===== config.mk =====
export PLATFORM = sky130hd
export DESIGN_NAME = player_overlay
export DESIGN_NICKNAME = d
export VERILOG_FILES = /design/src/rtl/maze_pkg.sv /design/src/rtl/btn_sync.sv /design/src/rtl/player_overlay.sv
export SDC_FILE = /design/constraint.sdc
export NUM_CORES = 1
export LEC_CHECK = 0
export ABC_AREA = 0
export CORE_MARGIN = 5
export CORE_UTILIZATION = 56
export DETAILED_ROUTE_END_ITERATION = 16
export PLACE_DENSITY = 0.85
export SLEW_MARGIN = 20
export SYNTH_ARGS = -nofsm -noshare
export SYNTH_HDL_FRONTEND = slang
export SYNTH_SLANG_ARGS = --single-unit

===== constraint.sdc =====
create_clock -name pixel_clk -period 3.64 [get_ports pixel_clk]
set_clock_uncertainty 0.1 [all_clocks]
set_input_delay 0.546 -clock pixel_clk [delete_from_list [all_inputs] [get_ports pixel_clk]]
set_output_delay 0.546 -clock pixel_clk [all_outputs]
set_load 0.01 [all_outputs]

===== src/rtl/maze_pkg.sv =====
// -----------------------------------------------------------------------------
// maze_pkg
// Shared types and constants for the maze player overlay.
//   game_state_t  : ST_PLAY / ST_HIT / ST_WIN, encoded 0 / 1 / 2 on game_state
//   COL_WALL      : level colour that counts as a wall   (black)
//   COL_FINISH    : level colour that counts as the goal (red)
//   H_ACTIVE      : visible columns per line
//   V_ACTIVE      : visible rows per frame
//   sprite_colour : sprite fill colour for a given game state
// -----------------------------------------------------------------------------
`timescale 1ns/1ps
package maze_pkg;

  typedef enum logic [1:0] {
    ST_PLAY = 2'd0,
    ST_HIT  = 2'd1,
    ST_WIN  = 2'd2
  } game_state_t;

  localparam logic [11:0] COL_WALL   = 12'h000;
  localparam logic [11:0] COL_FINISH = 12'hF00;

  localparam int H_ACTIVE = 640;
  localparam int V_ACTIVE = 480;

  // Colours are packed {red, green, blue}, 4 bits each.
  function automatic logic [11:0] sprite_colour(input game_state_t st);
    logic [11:0] c;
    c = 12'h00F;
    case (st)
      ST_HIT:  c = 12'hF00;
      ST_WIN:  c = 12'hFF0;
      default: c = 12'h00F;
    endcase
    return c;
  endfunction

endpackage


===== src/rtl/btn_sync.sv =====
// -----------------------------------------------------------------------------
// btn_sync
// Two-flop synchronizer for the four direction buttons. Only instantiated by
// player_overlay when BTN_SYNC_EN is defined.
//   clk_i  : destination clock
//   rst_ni : asynchronous active-low reset, clears both stages
//   d_i    : asynchronous button levels {up, down, left, right}
//   q_o    : synchronized button levels, two clocks behind d_i
// -----------------------------------------------------------------------------
`timescale 1ns/1ps
module btn_sync (
  input  logic       clk_i,
  input  logic       rst_ni,
  input  logic [3:0] d_i,
  output logic [3:0] q_o
);

  logic [3:0] meta_q;
  logic [3:0] sync_q;

  always_ff @(posedge clk_i or negedge rst_ni) begin
    if (!rst_ni) begin
      meta_q <= '0;
      sync_q <= '0;
    end else begin
      meta_q <= d_i;
      sync_q <= meta_q;
    end
  end

  assign q_o = sync_q;

endmodule


===== src/rtl/player_overlay.sv =====
// -----------------------------------------------------------------------------
// player_overlay
// Draws a square player sprite on top of the level image, detects wall/finish
// collisions per frame and runs the PLAY / HIT / WIN game state machine.
//
// Ports
//   pixel_clk                    : sole clock
//   resetSwitch                  : asynchronous active-low reset
//   col, row                     : pixel coordinate from the timing generator
//   lvl_red/green/blue           : level colour, one cycle behind col/row
//   btn_up/down/left/right       : level-held direction buttons, active high
//   red, green, blue             : final pixel colour, two cycles behind col/row
//   game_state                   : FSM state (0 PLAY, 1 HIT, 2 WIN), also the
//                                  state debug view
//   deaths                       : wall hit count, saturating at 255
//
// Timing contract: there is no handshake; col/row are registered once so they
// line up with lvl_*, and the composed colour is registered once more.
//
// Build option: define BTN_SYNC_EN to pass the buttons through a 2-flop
// synchronizer (btn_sync). Frame-level behaviour is the same either way.
// -----------------------------------------------------------------------------
`timescale 1ns/1ps
module player_overlay
  import maze_pkg::*;
#(
  parameter int PLAYER_SIZE = 8,
  parameter int STEP        = 2,
  parameter int START_X     = 16,
  parameter int START_Y     = 236,
  parameter int HIT_FRAMES  = 60
) (
  input  logic       pixel_clk,
  input  logic       resetSwitch,
  input  logic [9:0] col,
  input  logic [8:0] row,
  input  logic [3:0] lvl_red,
  input  logic [3:0] lvl_green,
  input  logic [3:0] lvl_blue,
  input  logic       btn_up,
  input  logic       btn_down,
  input  logic       btn_left,
  input  logic       btn_right,
  output logic [3:0] red,
  output logic [3:0] green,
  output logic [3:0] blue,
  output logic [1:0] game_state,
  output logic [7:0] deaths
);

  localparam int X_MAX = H_ACTIVE - PLAYER_SIZE;
  localparam int Y_MAX = V_ACTIVE - PLAYER_SIZE;
  localparam int CNT_W = (HIT_FRAMES > 1) ? $clog2(HIT_FRAMES) : 1;

  // Buttons packed {up, down, left, right}
  logic [3:0] btn;

`ifdef BTN_SYNC_EN
  btn_sync u_btn_sync (
    .clk_i  (pixel_clk),
    .rst_ni (resetSwitch),
    .d_i    ({btn_up, btn_down, btn_left, btn_right}),
    .q_o    (btn)
  );
`else
  assign btn = {btn_up, btn_down, btn_left, btn_right};
`endif

  logic [9:0]       col_q;
  logic [8:0]       row_q;
  logic             eof_q;
  logic             wall_q;
  logic             fin_q;
  game_state_t      state_q;
  logic [9:0]       px_q;
  logic [8:0]       py_q;
  logic [CNT_W-1:0] hit_cnt_q;
  logic [7:0]       deaths_q;
  logic [11:0]      rgb_q;

  logic [11:0] lvl_rgb;
  logic        active;
  logic        in_sprite;
  logic        eof_d;
  logic        wall_d;
  logic        fin_d;
  logic [11:0] rgb_d;
  logic [9:0]  px_d;
  logic [8:0]  py_d;

  assign lvl_rgb = {lvl_red, lvl_green, lvl_blue};
  assign active  = (col_q < 10'(H_ACTIVE)) && (row_q < 9'(V_ACTIVE));

  // Upper bounds compared one bit wider so px+PLAYER_SIZE cannot overflow.
  assign in_sprite = (col_q >= px_q) && ({1'b0, col_q} < ({1'b0, px_q} + 11'(PLAYER_SIZE)))
                  && (row_q >= py_q) && ({1'b0, row_q} < ({1'b0, py_q} + 10'(PLAYER_SIZE)));

  assign eof_d = (col_q == 10'(H_ACTIVE - 1)) && (row_q == 9'(V_ACTIVE - 1));

  // eof_q marks the frame tick. The pixel aligned during the tick cycle
  // already belongs to the next frame, so it may re-set a flag being cleared.
  assign wall_d = (eof_q ? 1'b0 : wall_q) | (active && in_sprite && (lvl_rgb == COL_WALL));
  assign fin_d  = (eof_q ? 1'b0 : fin_q)  | (active && in_sprite && (lvl_rgb == COL_FINISH));

  always_comb begin
    rgb_d = 12'h000;
    if (active) begin
      rgb_d = in_sprite ? sprite_colour(state_q) : lvl_rgb;
    end
  end

  // Opposite buttons cancel; each axis clamps without wrapping.
  always_comb begin
    px_d = px_q;
    py_d = py_q;
    if (btn[0] && !btn[1]) begin
      px_d = (px_q >= 10'(X_MAX - STEP)) ? 10'(X_MAX) : px_q + 10'(STEP);
    end else if (btn[1] && !btn[0]) begin
      px_d = (px_q < 10'(STEP)) ? 10'd0 : px_q - 10'(STEP);
    end
    if (btn[2] && !btn[3]) begin
      py_d = (py_q >= 9'(Y_MAX - STEP)) ? 9'(Y_MAX) : py_q + 9'(STEP);
    end else if (btn[3] && !btn[2]) begin
      py_d = (py_q < 9'(STEP)) ? 9'd0 : py_q - 9'(STEP);
    end
  end

  always_ff @(posedge pixel_clk or negedge resetSwitch) begin
    if (!resetSwitch) begin
      col_q     <= '0;
      row_q     <= '0;
      eof_q     <= 1'b0;
      wall_q    <= 1'b0;
      fin_q     <= 1'b0;
      state_q   <= ST_PLAY;
      px_q      <= 10'(START_X);
      py_q      <= 9'(START_Y);
      hit_cnt_q <= '0;
      deaths_q  <= '0;
      rgb_q     <= '0;
    end else begin
      col_q  <= col;
      row_q  <= row;
      eof_q  <= eof_d;
      wall_q <= wall_d;
      fin_q  <= fin_d;
      rgb_q  <= rgb_d;
      if (eof_q) begin
        case (state_q)
          ST_PLAY: begin
            // Reaching the goal wins even if a wall was touched that frame.
            if (fin_q) begin
              state_q <= ST_WIN;
            end else if (wall_q) begin
              state_q <= ST_HIT;
              if (deaths_q != 8'hFF) deaths_q <= deaths_q + 8'd1;
            end else begin
              px_q <= px_d;
              py_q <= py_d;
            end
          end
          ST_HIT: begin
            if (hit_cnt_q == CNT_W'(HIT_FRAMES - 1)) begin
              hit_cnt_q <= '0;
              px_q      <= 10'(START_X);
              py_q      <= 9'(START_Y);
              state_q   <= ST_PLAY;
            end else begin
              hit_cnt_q <= hit_cnt_q + CNT_W'(1);
            end
          end
          default: begin
            // WIN holds until reset.
          end
        endcase
      end
    end
  end

  assign red        = rgb_q[11:8];
  assign green      = rgb_q[7:4];
  assign blue       = rgb_q[3:0];
  assign game_state = state_q;
  assign deaths     = deaths_q;

endmodule


## Yosys cells after proc, flatten, opt, wreduce, memory -nomap -nowiden

Cells that the tools add are included.

| word-level totals | value |
|---|---|
| output and inout port bits | 22 |
| word-level logic and storage cells | 95 |
| register bits after elaboration | 69 |
| input port bits | 37 |

| operators by class | value |
|---|---|
| $add $sub $neg | 8 |
| reductions and logical operators | 24 |
| multiplexer cells | 26 |
| order comparisons | 10 |
| equality and inequality tests | 13 |
| bitwise operators | 3 |

Operator list:

| operator | count |
|---|---|
| 10-bit 2-to-1 mux | 7 |
| 9-bit 2-to-1 mux | 7 |
| 12-bit 2-to-1 mux | 2 |
| 12-bit case mux with 2 select lines | 1 |
| 10-bit case mux with 2 select lines | 1 |
| 9-bit case mux with 2 select lines | 1 |
| 12-bit equality test, second input constant | 1 |
| 1-bit logical AND | 12 |
| 12-bit logical NOT | 1 |
| 6-bit AND reduction | 2 |
| 10-bit by 4-bit adder with 11-bit output, second input constant | 1 |
| 10-bit by 11-bit less-than comparator with 1-bit output | 1 |
| 10-bit by 2-bit adder with 10-bit output, second input constant | 1 |
| 9-bit by 4-bit adder with 10-bit output, second input constant | 1 |
| 10-bit equality test, second input constant | 1 |
| 10-bit >= comparator | 1 |
| 10-bit >= comparator, second input constant | 1 |
| 10-bit less-than comparator, second input constant | 1 |
| 10-bit by 2-bit less-than comparator with 1-bit output, second input constant | 1 |
| 9-bit by 10-bit less-than comparator with 1-bit output | 1 |
| 10-bit by 2-bit subtractor with 10-bit output, second input constant | 1 |
| 9-bit by 2-bit adder with 9-bit output, second input constant | 1 |
| 9-bit equality test, second input constant | 1 |
| 9-bit >= comparator | 1 |
| other kinds (24) | 35 |

## Longest topological paths before layout

Gate-level depths: netlist (run 1).

| logic depth | value |
|---|---|
| depth in word-level cells | 8 |
| mapped depth | 13 |
| gate-level depth less buffers | 11 |

## Worst setup path after synthesis (run 1)

OpenSTA, ideal clock, no wires.

| path | value |
|---|---|
| path kind | register to register |
| start point | register px_q[4] |
| end point | register fin_q |
| setup slack | 0.747 ns |
| cell stages (with the launch flop) | 13 |
| library setup time | 0.095 ns |
| arrival time | 2.698 ns |
| path buffers | 1 |
| clock period less this slack | 2.893 ns |
| cells stage by stage | dfstp_2 -> inv_2 -> nor3_4 -> nand3_1 -> xnor2_1 -> ha_1 -> a21o_1 -> a21oi_1 -> nor3b_1 -> o21ai_2 -> or3_1 -> buf_6 -> o31ai_1 |

| on the way | value |
|---|---|
| word-level cells in the longest chain between the ends | 8 |
| elaborated cells on any way between the ends | 9 |

Ends and longest elaborated chain:

| item | line | text |
|---|---|---|
| from (decl) | player_overlay.sv:75 | `logic [9:0] px_q;` |
| from (signal assigned) | player_overlay.sv:136 | `px_q <= 10'(START_X);` |
| from (signal assigned) | player_overlay.sv:158 | `px_q <= px_d;` |
| from (signal assigned) | player_overlay.sv:165 | `px_q <= 10'(START_X);` |
| 10-bit by 4-bit adder with 11-bit output | player_overlay.sv:95 | `assign in_sprite = (col_q >= px_q) && ({1'b0, col_q} < ({1'b0, px_q} + 11'(PLAYER_SIZE)))` |
| 10-bit by 11-bit less-than comparator with 1-bit output | player_overlay.sv:95 |  |
| 1-bit logical AND * | player_overlay.sv:95 |  |
| 1-bit logical AND * (2 in a row) | player_overlay.sv:96 | `&& (row_q >= py_q) && ({1'b0, row_q} < ({1'b0, py_q} + 10'(PLAYER_SIZE)));` |
| 1-bit logical AND * (2 in a row) | player_overlay.sv:103 | `assign fin_d = (eof_q ? 1'b0 : fin_q) \| (active && in_sprite && (lvl_rgb == COL_FINISH));` |
| 1-bit bitwise OR * | player_overlay.sv:103 |  |
| named net fin_d | player_overlay.sv:86 | `logic fin_d;` |
| to (signal assigned) | player_overlay.sv:146 | `fin_q <= fin_d;` |
| to (decl) | player_overlay.sv:73 | `logic fin_q;` |

Mark *: on every way through the listed nets, which the timed path passes. The rest lies on a longest branch.
A chain may end at the register's enable or synchronous reset.

## Final worst setup path (run 1)

| path | value |
|---|---|
| start point | register py_q[3] |
| end point | register rgb_q[3] |

| on the way | value |
|---|---|
| word-level cells in the longest chain between the ends | 5 |
| elaborated cells on any way between the ends | 7 |

Ends and longest elaborated chain:

| item | line | text |
|---|---|---|
| from (decl) | player_overlay.sv:76 | `logic [8:0] py_q;` |
| from (signal assigned) | player_overlay.sv:137 | `py_q <= 9'(START_Y);` |
| from (signal assigned) | player_overlay.sv:159 | `py_q <= py_d;` |
| from (signal assigned) | player_overlay.sv:166 | `py_q <= 9'(START_Y);` |
| 9-bit by 4-bit adder with 10-bit output / 9-bit >= comparator (equally long branches) | player_overlay.sv:96 |  |
| 9-bit by 10-bit less-than comparator with 1-bit output / 1-bit logical AND (equally long branches) | player_overlay.sv:96 |  |
| 1-bit logical AND * | player_overlay.sv:96 |  |
| 12-bit 2-to-1 mux * | player_overlay.sv:108 | `rgb_d = in_sprite ? sprite_colour(state_q) : lvl_rgb;` |
| 12-bit 2-to-1 mux * | player_overlay.sv:107 | `if (active) begin` |
| named net rgb_d[3] | player_overlay.sv:87 | `logic [11:0] rgb_d;` |
| to (signal assigned) | player_overlay.sv:147 | `rgb_q <= rgb_d;` |
| to (decl) | player_overlay.sv:79 | `logic [11:0] rgb_q;` |

Marked as above.

==> impl_metrics.tcl, run 1 <==
set metrics [dict create \
    area_growth_syn_to_layout_pct 19.9 \
    drive_above_1_share_pct 9.23 \
    timing.rr.start "py_q[3]" \
    irDropWorstVdd_uv 249 \
    synth-simple-area-share_pct 18.1 \
    worstPathBufferInverterCount 0 \
    synthesis.instances 463 \
    setup.worst_path.start "py_q[3]" \
    floorplan.die.height_um 98.0 \
    finalSetupTns_ns 0 \
    rows 32 \
    delay_of_the_slowest_cell_on_the_worst_path_ns 0.77 \
    dpl-instance-area_um2 4960 \
    worstReg2RegEnd "rgb_q[3]" \
    drt-wirelength-per-cell_um 17.7 \
    synth_enable_flop_cells 0 \
    cts_hold_buf 0 \
    route.detailed.vias_per_inst 6.19 \
    final_net_count 599 \
    routed-via-count 3849 \
    drc 0 \
    horizontal_die_dimension_um 98.0 \
    grt.overflow.total 0 \
    dr.first_iter.drc_count 271 \
    pin_count_of_the_biggest_net_entering_global_routing 30 \
    buffer_ports.inserted 58 \
    critical_path_class "reg2reg" \
    drtPass1Iterations 5 \
    globalRouteMet1Util_pct 30.7 \
    post_route_antenna_net_violation_count 0 \
    synth_area_um2 4340 \
    top_usage_layer "met2" \
    synth_xor_area_share_pct 3.84 \
    worst_slew_pin_slew_ns 1.01 \
    grt_first_pass_wirelength_mm 18.5 \
    synthesis.nets 546 \
    routed_wl_mm 11.0 \
    asyncSetResetFlopFracSynth_pct 100 \
    power_per_cell_area_nw_per_um2 329 \
    hold_class "in2async" \
    track_usage_pct 23.8 \
    cts.reportedPaths.clkPinSlew_ns 0.09 \
    total_number_of_yosys_warnings 0 \
    postCtsResizedCells 0 \
    rsz0062_at_grt "false" \
    regToRegSetupSlack_ns 0.18 \
    critical-path-slowest-cell "sky130_fd_sc_hd__a31oi_1" \
    path_delay_family "compound AO/OA/AOI/OAI gates" \
    layout_common_cells "61 x sky130_fd_sc_hd__dfrtp_1, 57 x sky130_fd_sc_hd__clkdlybuf4s50_1, 46 x sky130_fd_sc_hd__ha_1, 41 x sky130_fd_sc_hd__nand2_1, 36 x sky130_fd_sc_hd__a21oi_1" \
    grt_pass1_vias 3866 \
    fin_crit_sh_pct 95.0 \
    fill_cells 569 \
    cp_max_fo 11 \
    fp.dieArea_um2 9600 \
    path_common_cell "sky130_fd_sc_hd__ha_1" \
    fmaxAchievable_ghz 0.289 \
    cts.sink_count 67 \
    timing.max_slew.rel_slack_pct 32.0 \
    cts_tree "built" \
    ff2ff_path_depth 9 \
    use_met3_pct 6.86 \
    clock_buffer_count_from_cts 9 \
    most_common_library_cell_in_the_layout_ignoring_fill_and_taps "sky130_fd_sc_hd__dfrtp_1" \
    hpwl_after_detailed_placement_mm 8.23 \
    synth_top_family_by_area "compound AO/OA/AOI/OAI gates" \
    design.portCount 59 \
    area_fraction_in_compound_gates_after_synthesis_pct 18.8 \
    post_synth_num_cell_types 63 \
    synth_seq_cells 67 \
    worst_ep_required_time_ns 3.79 \
    finalSetupViolations 0 \
    drv_slew 0 \
    violations_in_the_final_reports "negative hold slack" \
    cts.root.buffer_cell "sky130_fd_sc_hd__clkbuf_8" \
    crit_path_end_kind "register" \
    finalWeightedCongestion 0.938 \
    synthAdderAreaFrac_pct 13.3 \
    run_status "finished, violations left" \
    stdcell_area_um2 5200 \
    antenna_found_initial 0 \
    share_of_synthesized_area_occupied_by_flip_flops_and_latches_pct 38.8 \
    hold_violations 2 \
    syn_avg_cell_area_um2 9.36 \
    dominantRegCellSynth "sky130_fd_sc_hd__dfrtp_1" \
    worstSetupStartpointType "register" \
    fin_worst_hold_slack_ns -0.000244 \
    drv_cap 0 \
    worst_ep_arrival_time_ns 3.61 \
    floorplan.initialDensity_pct 56.7 \
    antenna-diode-count 0 \
    synthMuxAreaShare_pct 1.93 \
    power.leakage_nw 2.24 \
    post_cts_setup_repair_bufs 0 \
    clk_latency_ns 0.35 \
    placeableCoreArea_um2 7650 \
    clock_tree.buffer_depth 2 \
    min_period_ns 3.46 \
    cts.htree.levels 3 \
    grt_use_met2_pct 37.5 \
    path_cells "ha_1, nand3_1, xnor2_1, ha_1, and4_1, o21ai_1, a31oi_1, or3_1, mux2i_1" \
]
[state kept, by name (all words and copies together) (netlist names)]
signal,flops
col_q,10
rgb_q,12
wall_q,1
game_state,2
row_q,9
hit_cnt_q,6
eof_q,1
fin_q,1
py_q,8
deaths,8
px_q,9
[worst max path at each step]
stage,depth (start not counted),slack (ns),endpoint
after floorplan,12,0.75,fin_q
after global placement,11,0.48,wall_q
after detailed placement,11,0.30,fin_q
after CTS,9,0.25,rgb_q[3]
after global routing,11,0.04,fin_q
final,9,0.18,rgb_q[3]
[layout make-up]
type                    count  area [um^2]  area share (%)
multi-input cells         346         2420            46.6
inverters                  30          118            2.26
flip-flops and latches     67         1680            32.4
well taps                 102          128            2.45
clock buffers               9          124            2.38
clock inverters             6          115            2.21
repair buffers             62          606            11.6
[per-stage QoR]
stage / total power, mW / instances / utilization, % / setup slack (ns) / hold slack [ns]
final: 1.71 / 622 / 68.0 / 0.183 / -0.000244
after detailed placement: 0.963 / 607 / 64.9 / 0.305 / 0.386
after CTS: 1.72 / 622 / 68.0 / 0.250 / 0.00281
after global placement: 0.956 / 607 / 64.9 / 0.476 / 0.383
after floorplan: 0.862 / 463 / - / 0.747 / 0.150
after global routing: 1.78 / 622 / 68.0 / 0.0449 / 0.00373
[kinds of logic after synthesis]
| kind of cell | Yosys count |
|---|---|
| flip-flops | 67 |
| XOR/XNOR | 19 |
| multiplexers | 8 |
| AND/OR/NAND/NOR | 146 |
| buffers and inverters | 50 |
| AO/OA/AOI/OAI | 127 |
| adder cells (fa/ha/maj) | 46 |
[report_power, final]
part,switching (mW),leakage (nW),internal (mW)
Sequential,0.0151,0.835,0.765
Combinational,0.0832,1.29,0.0865
Clock,0.305,0.115,0.453
[cells in the mapped netlist (6+ instances only)]
master                     count  area (um^2)
sky130_fd_sc_hd__xnor2_1      15          131
sky130_fd_sc_hd__a31oi_1       7         43.8
sky130_fd_sc_hd__nor4_1        7         43.8
sky130_fd_sc_hd__nand2_1      41          154
sky130_fd_sc_hd__inv_1        22         82.6
sky130_fd_sc_hd__nand3_1      20          100
sky130_fd_sc_hd__inv_2         7         26.3
sky130_fd_sc_hd__nand4_1       9         56.3
sky130_fd_sc_hd__nand2b_1      9         56.3
sky130_fd_sc_hd__o21ai_0      19         95.1
sky130_fd_sc_hd__ha_1         46          576
sky130_fd_sc_hd__o311ai_1      8         70.1
sky130_fd_sc_hd__clkbuf_1     10         37.5
sky130_fd_sc_hd__dfrtp_1      61         1530
sky130_fd_sc_hd__dfstp_2       6          158
sky130_fd_sc_hd__nor2_1       20         75.1
sky130_fd_sc_hd__nor3_1       10         50.1
sky130_fd_sc_hd__o21ai_1      14         70.1
sky130_fd_sc_hd__a21oi_1      36          180
sky130_fd_sc_hd__buf_2         6         30.0
[metal layers]
metal | wire (um) | vias to the layer above
li1 | - | 1803
met5 | 0 | -
met2 | 5190 | 187
met1 | 4640 | 1827
met3 | 842 | 32
met4 | 346 | 0
Note: power is estimated with default switching activity, not from simulation.
==> run 2: changes to the inputs <==
--- a/config.mk
+++ b/config.mk
@@ -6,10 +6,11 @@
 export NUM_CORES = 1
 export LEC_CHECK = 0
 export ABC_AREA = 0
-export CORE_MARGIN = 5
-export CORE_UTILIZATION = 56
+export CORE_MARGIN = 8
+export CORE_UTILIZATION = 57
+export CTS_BUF_LIST = sky130_fd_sc_hd__clkbuf_4
 export DETAILED_ROUTE_END_ITERATION = 16
-export PLACE_DENSITY = 0.85
+export PLACE_DENSITY = 0.86
 export SLEW_MARGIN = 20
 export SYNTH_ARGS = -nofsm -noshare
 export SYNTH_HDL_FRONTEND = slang
==> run 2 against run 1 <==
The run now ends clean. Die area up 11%. Total power down 14%. Hold slack better by 0.00093 ns.
==> impl_metrics.tcl, run 2 (synthesis results as in run 1) <==
set metrics [dict create \
    layout_common_cells "61 x sky130_fd_sc_hd__dfrtp_1, 57 x sky130_fd_sc_hd__clkdlybuf4s50_1, 46 x sky130_fd_sc_hd__ha_1, 41 x sky130_fd_sc_hd__nand2_1, 36 x sky130_fd_sc_hd__a21oi_1" \
    worst_ep_arrival_time_ns 3.60 \
    fmaxAchievable_ghz 0.297 \
    hold_violations 0 \
    power_per_cell_area_nw_per_um2 288 \
    cts.reportedPaths.clkPinSlew_ns 0.13 \
    post_cts_setup_repair_bufs 0 \
    area_growth_syn_to_layout_pct 17.3 \
    antenna_found_initial 0 \
    clk_latency_ns 0.43 \
    postCtsResizedCells 0 \
    routed-via-count 3823 \
    critical_path_class "reg2reg" \
    multiInputGateArea_um2 2420 \
    drc 0 \
    final_net_count 597 \
    cts.htree.levels 3 \
    grt_pass1_vias 3753 \
    largest_registers "rgb_q x12, col_q x10" \
    drtPass1Iterations 5 \
    placeableCoreArea_um2 7530 \
    final_util_pct 67.6 \
    crit_path_end_kind "register" \
    finalWeightedCongestion 0.922 \
    floorplan.initialDensity_pct 57.6 \
    dr.first_iter.drc_count 240 \
    power.leakage_nw 2.18 \
    use_met3_pct 5.62 \
    buffer_ports.inserted 58 \
    hold_class "in2async" \
    clock_tree.buffer_depth 2 \
    track_usage_pct 22.2 \
    post_route_antenna_net_violation_count 0 \
    clock_buffer_count_from_cts 9 \
    drive_above_1_share_pct 8.86 \
    cts.root.buffer_cell "sky130_fd_sc_hd__clkbuf_4" \
    irDropWorstVdd_uv 267 \
    top_register "rgb_q" \
    drv_cap 0 \
    floorplan.die.height_um 103 \
    min_period_ns 3.37 \
    finalSetupViolations 0 \
    rows 32 \
    antenna-diode-count 0 \
    drv_slew 0 \
    register_area_um2 1680 \
    cts.sink_count 67 \
    worst_slew_pin_slew_ns 0.958 \
    top_usage_layer "met2" \
    timing.max_slew.rel_slack_pct 35.8 \
    finalSetupTns_ns 0 \
    worstSetupStartpointType "register" \
    fill_cells 612 \
    globalRouteMet1Util_pct 27.9 \
    grt.overflow.total 0 \
    grt_use_met2_pct 34.8 \
    design.portCount 59 \
    fin_crit_sh_pct 92.6 \
    horizontal_die_dimension_um 103 \
    pin_count_of_the_biggest_net_entering_global_routing 41 \
    fp.dieArea_um2 10700 \
    hpwl_after_detailed_placement_mm 8.40 \
    most_common_library_cell_in_the_layout_ignoring_fill_and_taps "sky130_fd_sc_hd__dfrtp_1" \
    cts_hold_buf 0 \
    cp_max_fo 11 \
    rsz0062_at_grt "false" \
    largest_register_ffs 12 \
    cts_tree "built" \
    route.detailed.vias_per_inst 6.16 \
    grt_first_pass_wirelength_mm 18.2 \
    run_status "finished clean" \
    worst_ep_required_time_ns 3.88 \
    drt-wirelength-per-cell_um 17.9 \
    routed_wl_mm 11.1 \
]
run 2: final timing paths:
check,from,endpoint,slack [ns],cells past startpoint
min in group pixel_clk,row_q[0],eof_q,0.42,2
worst min register to register,row_q[0],eof_q,0.42,2
worst max register to register,px_q[5],fin_q,0.27,11
max in group asynchronous,resetSwitch,py_q[3],2.49,2
worst max-delay path,px_q[5],fin_q,0.27,11
worst min-delay path,resetSwitch,px_q[2],0.0007,1
run 2: routing by layer:
metal  part of all wire [%]  wire (um)  up-vias
met2                     47       5240      154
met1                     43       4740     1833
met3                    7.1        783       30
met5                      0          0        -
met4                    2.9        325        0
li1                       -          -     1806
run 2: cell type report:
| cell class | count | share of cell area [%] |
|---|---|---|
| multi-input cells | 346 | 47.7 |
| repair buffers | 60 | 11.6 |
| inverters | 30 | 2.31 |
| clock buffers | 9 | 1.33 |
| flip-flops and latches | 67 | 33.1 |
| clock inverters | 7 | 1.45 |
| well taps | 102 | 2.51 |
run 2: where the power goes:
group,total [mW],switching (mW),internal (mW)
combinational,0.170,0.0837,0.0862
clock,0.514,0.303,0.211
sequential,0.780,0.0147,0.765
run 2: per-stage QoR:
stage / worst slack (ns) / hold slack, ns / total power, mW / cell area [um^2] / instances
after floorplan: 0.747 / 0.150 / 0.862 / 4340 / 463
after global placement: 0.491 / 0.383 / 0.956 / 4940 / 605
after detailed placement: 0.336 / 0.396 / 0.963 / 4940 / 605
after CTS: 0.279 / 0.00459 / 1.48 / 5090 / 621
after global routing: 0.0346 / 0.0367 / 1.52 / 5090 / 621
final: 0.271 / 0.000689 / 1.46 / 5090 / 621
run 2: worst max-delay path: stages (launching register included):
cell                      delay [ns]
sky130_fd_sc_hd__dfrtp_1        0.63
sky130_fd_sc_hd__inv_6          0.07
sky130_fd_sc_hd__nor3_4         0.26
sky130_fd_sc_hd__nand3_1        0.13
sky130_fd_sc_hd__xnor2_1        0.16
sky130_fd_sc_hd__ha_1           0.30
sky130_fd_sc_hd__a21o_1         0.18
sky130_fd_sc_hd__a21oi_1        0.17
sky130_fd_sc_hd__nor3b_1        0.26
sky130_fd_sc_hd__o21ai_2        0.20
sky130_fd_sc_hd__or3_1          0.52
sky130_fd_sc_hd__o31ai_1        0.29
==> run 3: changes to the inputs <==
--- a/config.mk
+++ b/config.mk
@@ -11,6 +11,7 @@
 export CTS_BUF_LIST = sky130_fd_sc_hd__clkbuf_4
 export DETAILED_ROUTE_END_ITERATION = 16
 export PLACE_DENSITY = 0.86
+export SKIP_CTS_REPAIR_TIMING = 1
 export SLEW_MARGIN = 20
 export SYNTH_ARGS = -nofsm -noshare
 export SYNTH_HDL_FRONTEND = slang
==> results of run 3 <==
No change in the layout: final DEF, timing and power equal those of run 2.
